--- config.mk ---
export PLATFORM = sky130hd
export DESIGN_NAME = cim_input_driver_flat
export DESIGN_NICKNAME = d
export VERILOG_FILES = /design/src/rtl/cim_input_driver_if.sv /design/src/rtl/cim_input_driver.sv /design/src/flat_wrapper.sv
export SDC_FILE = /design/constraint.sdc
export NUM_CORES = 1
export LEC_CHECK = 0
export BUFFER_PORTS_ARGS = -buffer_cell sky130_fd_sc_hd__buf_4
export CORE_MARGIN = 3
export CORE_UTILIZATION = 35
export CTS_CLUSTER_SIZE = 20
export DETAILED_ROUTE_END_ITERATION = 10
export PLACE_DENSITY = 0.53
export RECOVER_POWER = 50
export SLEW_MARGIN = 20
export SYNTH_ARGS = -nofsm -noshare
export SYNTH_HDL_FRONTEND = slang
export SYNTH_SLANG_ARGS = --single-unit
--- constraint.sdc ---
create_clock -name clk -period 3.73 [get_ports clk]
set_input_delay 0.746 -clock clk [delete_from_list [all_inputs] [get_ports clk]]
set_output_delay 0.746 -clock clk [all_outputs]
set_load 0.1 [all_outputs]
--- src/rtl/cim_input_driver_if.sv ---
// Job, result and MAC-column signals of the bit-serial CIM input driver.
// The driver block uses the slave view; the job source/MAC environment uses master.
interface cim_input_driver_if #(
    parameter int IN_BITS = 8
);
    localparam int ACC_W = 15 + IN_BITS;

    logic                   in_valid;
    logic                   in_ready;
    logic [8*IN_BITS-1:0]   act;
    logic [7:0]             wsel;
    logic                   sus_in;

    logic [7:0]             rwlb_row0;
    logic [7:0]             rwlb_row1;
    logic                   sus;
    logic [14:0]            mac_out;

    logic                   out_valid;
    logic                   out_ready;
    logic [ACC_W-1:0]       out_data;

    modport slave (
        input  in_valid, act, wsel, sus_in, mac_out, out_ready,
        output in_ready, rwlb_row0, rwlb_row1, sus, out_valid, out_data
    );

    modport master (
        output in_valid, act, wsel, sus_in, mac_out, out_ready,
        input  in_ready, rwlb_row0, rwlb_row1, sus, out_valid, out_data
    );
endinterface

--- src/rtl/cim_input_driver.sv ---
// Bit-serial activation driver for one MAC column: streams activations LSB-first
// onto active-low read wordlines and shift-accumulates the column result.
module cim_input_driver #(
    parameter int IN_BITS = 8
) (
    input  logic                clk,
    input  logic                rst_n,
    cim_input_driver_if.slave   bus
);
    localparam int ACC_W = 15 + IN_BITS;
    localparam int K_W   = $clog2(IN_BITS);
    localparam logic [K_W-1:0] K_LAST = K_W'(IN_BITS - 1);

    typedef enum logic [1:0] {IDLE, RUN, DONE} state_t;

    state_t                 state;
    logic [K_W-1:0]         k;
    logic [ACC_W-1:0]       acc;
    logic [8*IN_BITS-1:0]   act_q;
    logic [7:0]             wsel_q;

    logic [7:0]             lsb_in;
    logic [7:0]             lsb_q;
    logic [8*IN_BITS-1:0]   act_in_shr;
    logic [8*IN_BITS-1:0]   act_q_shr;
    logic [ACC_W-1:0]       m;
    logic [ACC_W-1:0]       shifted;
    logic [ACC_W-1:0]       acc_next;

    // Each lane is kept as a right-shifting register so the next bit is always its LSB.
    always_comb begin
        lsb_in     = '0;
        lsb_q      = '0;
        act_in_shr = '0;
        act_q_shr  = '0;
        for (int i = 0; i < 8; i++) begin
            lsb_in[i] = bus.act[i*IN_BITS];
            lsb_q[i]  = act_q[i*IN_BITS];
            act_in_shr[i*IN_BITS +: IN_BITS] = bus.act[i*IN_BITS +: IN_BITS] >> 1;
            act_q_shr[i*IN_BITS +: IN_BITS]  = act_q[i*IN_BITS +: IN_BITS] >> 1;
        end
    end

    // The activation sign bit carries negative weight, so the last signed sample is subtracted.
    always_comb begin
        m        = bus.sus ? {{(ACC_W-15){bus.mac_out[14]}}, bus.mac_out}
                           : {{(ACC_W-15){1'b0}}, bus.mac_out};
        shifted  = m << k;
        acc_next = (bus.sus && (k == K_LAST)) ? (acc - shifted) : (acc + shifted);
    end

    always_ff @(posedge clk or negedge rst_n) begin
        if (!rst_n) begin
            state         <= IDLE;
            k             <= '0;
            acc           <= '0;
            act_q         <= '0;
            wsel_q        <= '0;
            bus.in_ready  <= 1'b1;
            bus.out_valid <= 1'b0;
            bus.out_data  <= '0;
            bus.rwlb_row0 <= 8'hFF;
            bus.rwlb_row1 <= 8'hFF;
            bus.sus       <= 1'b0;
        end else begin
            case (state)
                IDLE: begin
                    if (bus.in_valid && bus.in_ready) begin
                        act_q         <= act_in_shr;
                        wsel_q        <= bus.wsel;
                        bus.sus       <= bus.sus_in;
                        acc           <= '0;
                        k             <= '0;
                        bus.rwlb_row0 <= ~(lsb_in & ~bus.wsel);
                        bus.rwlb_row1 <= ~(lsb_in & bus.wsel);
                        bus.in_ready  <= 1'b0;
                        state         <= RUN;
                    end
                end
                RUN: begin
                    acc <= acc_next;
                    if (k == K_LAST) begin
                        bus.rwlb_row0 <= 8'hFF;
                        bus.rwlb_row1 <= 8'hFF;
                        bus.out_data  <= acc_next;
                        bus.out_valid <= 1'b1;
                        state         <= DONE;
                    end else begin
                        k             <= k + 1'b1;
                        act_q         <= act_q_shr;
                        bus.rwlb_row0 <= ~(lsb_q & ~wsel_q);
                        bus.rwlb_row1 <= ~(lsb_q & wsel_q);
                    end
                end
                DONE: begin
                    if (bus.out_valid && bus.out_ready) begin
                        bus.out_valid <= 1'b0;
                        bus.in_ready  <= 1'b1;
                        state         <= IDLE;
                    end
                end
                default: state <= IDLE;
            endcase
        end
    end
endmodule

--- src/flat_wrapper.sv ---
// flat-port wrapper written by rule: the top's interface ports become plain ports
module cim_input_driver_flat 
#(
    parameter int IN_BITS = 8
)
  (clk, rst_n, bus_in_valid, bus_act, bus_wsel, bus_sus_in, bus_mac_out, bus_out_ready, bus_in_ready, bus_rwlb_row0, bus_rwlb_row1, bus_sus, bus_out_valid, bus_out_data);
  cim_input_driver_if #(.IN_BITS(IN_BITS)) bus_i ();
  input  logic clk;
  input  logic rst_n;
  input wire logic [$bits(bus_i.in_valid)-1:0] bus_in_valid;
  input wire logic [$bits(bus_i.act)-1:0] bus_act;
  input wire logic [$bits(bus_i.wsel)-1:0] bus_wsel;
  input wire logic [$bits(bus_i.sus_in)-1:0] bus_sus_in;
  input wire logic [$bits(bus_i.mac_out)-1:0] bus_mac_out;
  input wire logic [$bits(bus_i.out_ready)-1:0] bus_out_ready;
  output wire logic [$bits(bus_i.in_ready)-1:0] bus_in_ready;
  output wire logic [$bits(bus_i.rwlb_row0)-1:0] bus_rwlb_row0;
  output wire logic [$bits(bus_i.rwlb_row1)-1:0] bus_rwlb_row1;
  output wire logic [$bits(bus_i.sus)-1:0] bus_sus;
  output wire logic [$bits(bus_i.out_valid)-1:0] bus_out_valid;
  output wire logic [$bits(bus_i.out_data)-1:0] bus_out_data;
  assign bus_i.in_valid = bus_in_valid;
  assign bus_i.act = bus_act;
  assign bus_i.wsel = bus_wsel;
  assign bus_i.sus_in = bus_sus_in;
  assign bus_i.mac_out = bus_mac_out;
  assign bus_i.out_ready = bus_out_ready;
  assign bus_in_ready = bus_i.in_ready;
  assign bus_rwlb_row0 = bus_i.rwlb_row0;
  assign bus_rwlb_row1 = bus_i.rwlb_row1;
  assign bus_sus = bus_i.sus;
  assign bus_out_valid = bus_i.out_valid;
  assign bus_out_data = bus_i.out_data;
  cim_input_driver #(.IN_BITS(IN_BITS)) u_core (.clk(clk), .rst_n(rst_n), .bus(bus_i));
endmodule
==> flow_summary.toml, run 1 <==
[detailed_routing]
totalWireLength_um = 23670
drt_iter0_markers = 341
drt_pass1_iterations = 4
vias = 7722
drc_errors = 0
drt-wirelength-per-cell_um = 15.55
drtAntennaViolNets = 0
avgViaCountPerCell = 5.074

[power]
vdd_drop_max_v = 0.0002460
p_per_area_nw_per_um2 = 329.2
power.leakage_uw = 0.005407

[worst_hold_path]
holdCritStartpoint = "u_core.bus.rwlb_row0[7]"
holdPathStages = 2
hp-class = "flip-flop to flip-flop"

[logic_synthesis]
synthXorXnorAreaFrac_pct = 3.840
synth_simple_gate_area_share_pct = 21.30
syn_area_per_cell_um2 = 8.261
synth.ff_latch_count = 134
ys_top_cells_by_count = "215 x nand2_1, 117 x dfrtp_1, 93 x nor2_1"
synth_most_common_cell = "nand2_1"
synthTopCellsByArea = "dfrtp_1 36%, nand2_1 9.9%, dfstp_2 5.5%"
async_reset_ff_share_pct = 100.0
synth_cells = 982
yosys.area.top_type_share_pct = 36.09
synthAdderAreaFrac_pct = 4.102
synthDistinctLibCells = 62
synth_compound_area_share_pct = 20.84
synth_fp_nets = 1100
synth-main-ff-cell = "dfrtp_1"
synthMuxAreaShare_pct = 4.118
synth_edf_count = 0
synth_top_family_by_area = "simple AND/OR/NAND/NOR gates"
seq_area_frac_synth_pct = 41.59
netlist_area_um2 = 8113
yosys.area.top_type = "dfrtp_1"
ys_warn_count = 0

[finish]
regArea_um2 = 3377
diodes = 0
final.fill_count = 2182
area_delta_synth_final_pct = 41.07
multiInputGateArea_um2 = 4860
drive_above_1_share_pct = 34.52
layout.nets = 1342

[critical_path]
required_ps = 4010
r2r_end = "u_core.acc[21]"
worstSetupEndpoint = "u_core.acc[21]"
critical_path_class = "flip-flop to flip-flop"
startpoint_type = "flip-flop"
crit_path_end_kind = "flip-flop"
critPathMaxFanout = 6
worstReg2RegStart = "u_core.k[1]"
r2r_cells = 18
rrSetupSlack_ps = -120
startpoint = "u_core.k[1]"
worstPathArrival_ps = 4130

[sta]
worst_pin_slew_ps = 2805
rsz0062_at_grt = "yes"
finalCritPeriodShare_pct = 103.3
final_max_slew_viol_count = 50
worst_slack_ps = -121.4
holdWs_ps = 459.0
fin_worst_skew_ps = 10.70
report.final.setup_viol = 14
finalHoldViolCount = 0
relSlewSlack_pct = -87.03
fmax_mhz = 259.6
layout_min_cycle_time_ps = 3851
setup_tns_ps = -975.2

[die]
start_util_pct = 35.72
die-area_um2 = 25040
die_w_um = 158.2
core_um2 = 22710
row_count = 55
ios = 134
die_h_um = 158.2

[global_route]
grt_pass1_vias = 7385
grt_antenna_before_repair = 0
overflow = 0
grt_max_degree = 95
grt_pass1_wl_um = 38310
gr-usage-all-layers_pct = 19.18

[clock_network]
clk_pin_slew_ps = 70
root_buffer = "clkbuf_16"
cts_buffers = 17
hold_buffers = 0
clock-sinks = 134
clock_path_buffers = 2
cts_tree = "built"
clk_latency_ps = 430
h-tree-depth = 4

[place]
numPortBuffers = 133
hpwl_um = 16990
gp_congestion = 0.8619

[outcome]
status = "finished with violations"
failed_checks = "capacitance limit, slew limit, setup timing"

[run]
cap_violations = 1
## placed cells by master (no fill, tap or decap), types with 11 or more instances in the layout
cell         n
buf_4      262
clkbuf_16   17
dfrtp_1    115
nand3_1     34
o21ai_0     68
inv_1       23
xor2_1      13
a22o_1      11
nor2_1      86
xnor2_1     15
dfstp_2     17
o21ai_2     11
a21oi_1     41
a21oi_2     11
o21ai_1     11
ha_1        22
nand2_1    213
a31oi_1     53
## what timing repair did
item                       4_1_cts  5_1_grt
resized for setup               28       59
buffers inserted                15        9
pin swaps                       38       41
gates cloned                     1        0
setup endpoints to repair       21       24
## how the worst min path moves through the flow
stage	end
finish	u_core.bus.rwlb_row0[7]
global route	u_core.bus.rwlb_row0[4]
CTS	u_core.bus.out_data[0]
detailed placement	u_core.bus.rwlb_row0[3]
global placement	u_core.bus.rwlb_row0[3]
floorplan	u_core.acc[0]
## kinds of logic after synthesis
group / count (synthesis)
AOI/OAI and AO/OA: 275
xor gates and xnor gates: 34
adders and majority gates: 26
buffers and inverters: 85
DFF: 134
muxes: 27
and+or+nand+nor: 401
## per-stage QoR
| stage | utilization [%] | cells | cell area [um^2] | setup WS [ps] | total power [uW] |
|---|---|---|---|---|---|
| 2_1_floorplan | - | 982 | 8260 | -45.66 | 1758 |
| 3_3_place_gp | 45.70 | 1466 | 10380 | -379.3 | 2055 |
| 3_5_place_dp | 45.70 | 1466 | 10380 | -426.8 | 2057 |
| 4_1_cts | 49.33 | 1514 | 11200 | -101.8 | 3761 |
| 5_1_grt | 50.40 | 1522 | 11440 | -346.9 | 3936 |
| 6_report | 50.40 | 1522 | 11440 | -121.4 | 3767 |
## power breakdown
group | internal, uW | leakage (uW) | switching (uW)
registers | 1470 | 0.00161 | 9.33
clock network | 894 | 0.000277 | 779
logic | 319 | 0.00352 | 300
total | 2680 | 0.00541 | 1090
## cell type report
type / count / area share [%]
clock buffer: 17 / 3.717
inverter: 26 / 0.8527
clock inverter: 15 / 1.334
timing repair buffer: 282 / 19.01
tap: 285 / 3.116
multi-input combinational: 763 / 42.46
sequential: 134 / 29.51
## worst max-delay path, stage by stage, from the launching register on
cell and delay, ps:
dfrtp_2 440, buf_12 140, buf_16 130, buf_6 120, mux4_2 450, and2_4 180
nor2_1 90, nand2_1 110, nor4b_4 390, a21oi_2 100, xor2_1 190, ha_1 360
a21o_1 200, a21o_1 210, nor2_2 100, nand2_1 70, o221ai_2 140, xor2_1 200
o21ai_1 80
## registers in the layout (all words and copies together), names as in the netlist, 2 cells and up
register,count
u_core.k,3
u_core.bus.rwlb_row0,8
u_core.act_q,56
u_core.acc,23
u_core.wsel_q,8
u_core.state,2
u_core.bus.rwlb_row1,8
u_core.bus.out_data,23
## routing by layer
layer / up-vias / part of all wire (%) / track usage (%)
met5: - / 0 / 0
met1: 3646 / 48 / 27.31
met2: 132 / 46 / 29.47
met4: 0 / 1.7 / 5.735
met3: 22 / 4.2 / 3.991
li1: 3922 / - / -
(Power assumes the default switching activity.)
==> run 2: changes to the inputs <==
- CORE_ASPECT_RATIO: not set -> 0.9
- RECOVER_POWER: 50 -> 25
==> run 2 against run 1 <==
  * Critical path type unchanged
  * The flow still finishes with violations (capacitance limit, slew limit, setup timing)
  * Non-clock buffer count rose by 3
  * Sequential share of layout area down 0.54 points
  * Sequential power is essentially flat
  * Via count decreased by 0.92%
  * Hold slack got worse by 3.0 ps
  * Combinational power rose by 3.4%
  * Power is 3.5% higher
  * First-iteration DRC count increased by 69%
  * Fmax is 3.7% lower
==> flow_summary.toml, run 2 (synthesized netlist as in run 1, its figures left out) <==
[detailed_routing]
drt_pass1_iterations = 5
totalWireLength_um = 23830
avgViaCountPerCell = 4.978
drtAntennaViolNets = 0
vias = 7651
drt_iter0_markers = 577
drt-wirelength-per-cell_um = 15.51
drc_errors = 0

[sta]
fmax_mhz = 249.9
setup_tns_ps = -1903
relSlewSlack_pct = -28.45
report.final.setup_viol = 12
layout_min_cycle_time_ps = 4001
final_max_slew_viol_count = 76
fin_worst_skew_ps = 16.48
finalHoldViolCount = 0
rsz0062_at_grt = "yes"
worst_slack_ps = -271.3
worst_pin_slew_ps = 1927
finalCritPeriodShare_pct = 107.3

[die]
die_w_um = 166.5
core_um2 = 22640
row_count = 52
die_h_um = 150.4
start_util_pct = 35.83
die-area_um2 = 25050
ios = 134

[global_route]
grt_pass1_vias = 7136
grt_max_degree = 95
grt_pass1_wl_um = 37530
overflow = 0
grt_antenna_before_repair = 0
gr-usage-all-layers_pct = 18.49

[clock_network]
h-tree-depth = 4
cts_tree = "built"
clk_latency_ps = 430
hold_buffers = 0
clk_pin_slew_ps = 70
cts_buffers = 17
clock-sinks = 134
root_buffer = "clkbuf_16"
clock_path_buffers = 2

[critical_path]
r2r_cells = 17
r2r_end = "u_core.acc[22]"
worstReg2RegStart = "u_core.k[1]"
critPathTopFamily = "compound AO/OA/AOI/OAI gates"
worstPathArrival_ps = 4340
critPathMaxFanout = 7
rrSetupSlack_ps = -270
crit_path_end_kind = "flip-flop"
worstPathCellList = "buf_12, mux2i_4, mux2i_2, o32ai_2, nor4b_4, nand3_2, or3_4, o21ai_4, xnor2_2, ha_1, a21oi_1, o21ai_1, a21o_1, a21o_1, a31oi_1, xnor3_1, o21ai_1"
startpoint_type = "flip-flop"
critical_path_class = "flip-flop to flip-flop"
required_ps = 4070
cp_slowest_cell = "or3_4"
cpPeakStageDelay_ps = 460
crit_buf_inv = 1

[worst_hold_path]
worstHoldEndpoint = "u_core.bus.rwlb_row0[7]"
holdCritStartpoint = "u_core.bus.rwlb_row0[7]"
holdPathStages = 2
hp-class = "flip-flop to flip-flop"

[place]
placedCellCount = 1489
gp_congestion = 0.8495
hpwl_um = 17210
numPortBuffers = 133
placed_cell_area_um2 = 10450

[finish]
final_cell_area_um2 = 11660
layout_commonest_cell = "buf_4"
area_delta_synth_final_pct = 43.68
diodes = 0
largest_reg_flops = 56
layout_common_cells = "275 x buf_4, 211 x nand2_1, 115 x dfrtp_1, 84 x nor2_1, 63 x o21ai_0"
top_register = "u_core.act_q"
top_regs = "u_core.act_q: 56 flops, u_core.acc: 23 flops, u_core.bus.out_data: 23 flops"
layout.nets = 1345
drive_above_1_share_pct = 37.02
final_util_pct = 51.48
stdcell_count = 1537

[power]
p_per_area_nw_per_um2 = 334.4
vdd_drop_max_v = 0.0002099
power.leakage_uw = 0.005495
total_power_uw = 3898

[outcome]
status = "finished with violations"
failed_checks = "capacitance limit, slew limit, setup timing"

[run]
cap_violations = 1
==> run 2: worst max-delay path by stage <==
stage,start,end,cells after the start
2_1_floorplan,bus_mac_out[6],u_core.bus.out_data[22],16
3_5_place_dp,bus_mac_out[1],u_core.acc[14],16
3_3_place_gp,bus_mac_out[1],u_core.acc[18],18
4_1_cts,u_core.k[1],u_core.acc[22],17
5_1_grt,u_core.k[1],u_core.acc[22],17
6_report,u_core.k[1],u_core.acc[22],17
==> run 2: tightest hold or removal path: stages (launching register included) <==
cell	delay [ps]
dfstp_2	370
nand2_1	50
nand2_1	40
==> run 2: area by class of cell <==
cell class                      count  area, um^2
Inverter                           26       97.59
Tap cell                          297       371.6
Sequential cell                   134        3377
Fill cell                        2149       10990
Clock inverter                     10       100.1
Multi-Input combinational cell    763        4971
Timing Repair Buffer              285        2211
Clock buffer                       22       528.0
==> run 2: layer usage <==
metal / vias to the layer above / global-route usage, % / wire, um
met5: - / 0 / 0
met4: 0 / 3.670 / 180
met3: 10 / 3.676 / 932
met2: 152 / 25.76 / 9996
met1: 3560 / 29.44 / 12730
li1: 3929 / - / -
==> run 2: stage by stage <==
stage          hold slack (ps)  setup slack [ps]
5_1_grt                  470.1            -450.1
4_1_cts                  361.2            -221.7
3_3_place_gp             448.0            -435.2
3_5_place_dp             449.1            -520.8
6_report                 456.1            -271.3
2_1_floorplan            450.4            -45.66
==> run 2: report_power, final <==
part / switching (uW) / total [uW] / internal, uW
sequential: 10.3 / 1480 / 1470
combinational: 310 / 640 / 329
clock: 696 / 1780 / 1080
total: 1020 / 3900 / 2880
==> run 2: repair_timing <==
| item | in CTS | in global routing |
|---|---|---|
| endpoints found under the setup margin | 23 | 29 |
| setup buffers | 4 | 13 |
| cloned | 0 | 1 |
| resized for setup | 19 | 92 |
| pin swaps | 10 | 40 |
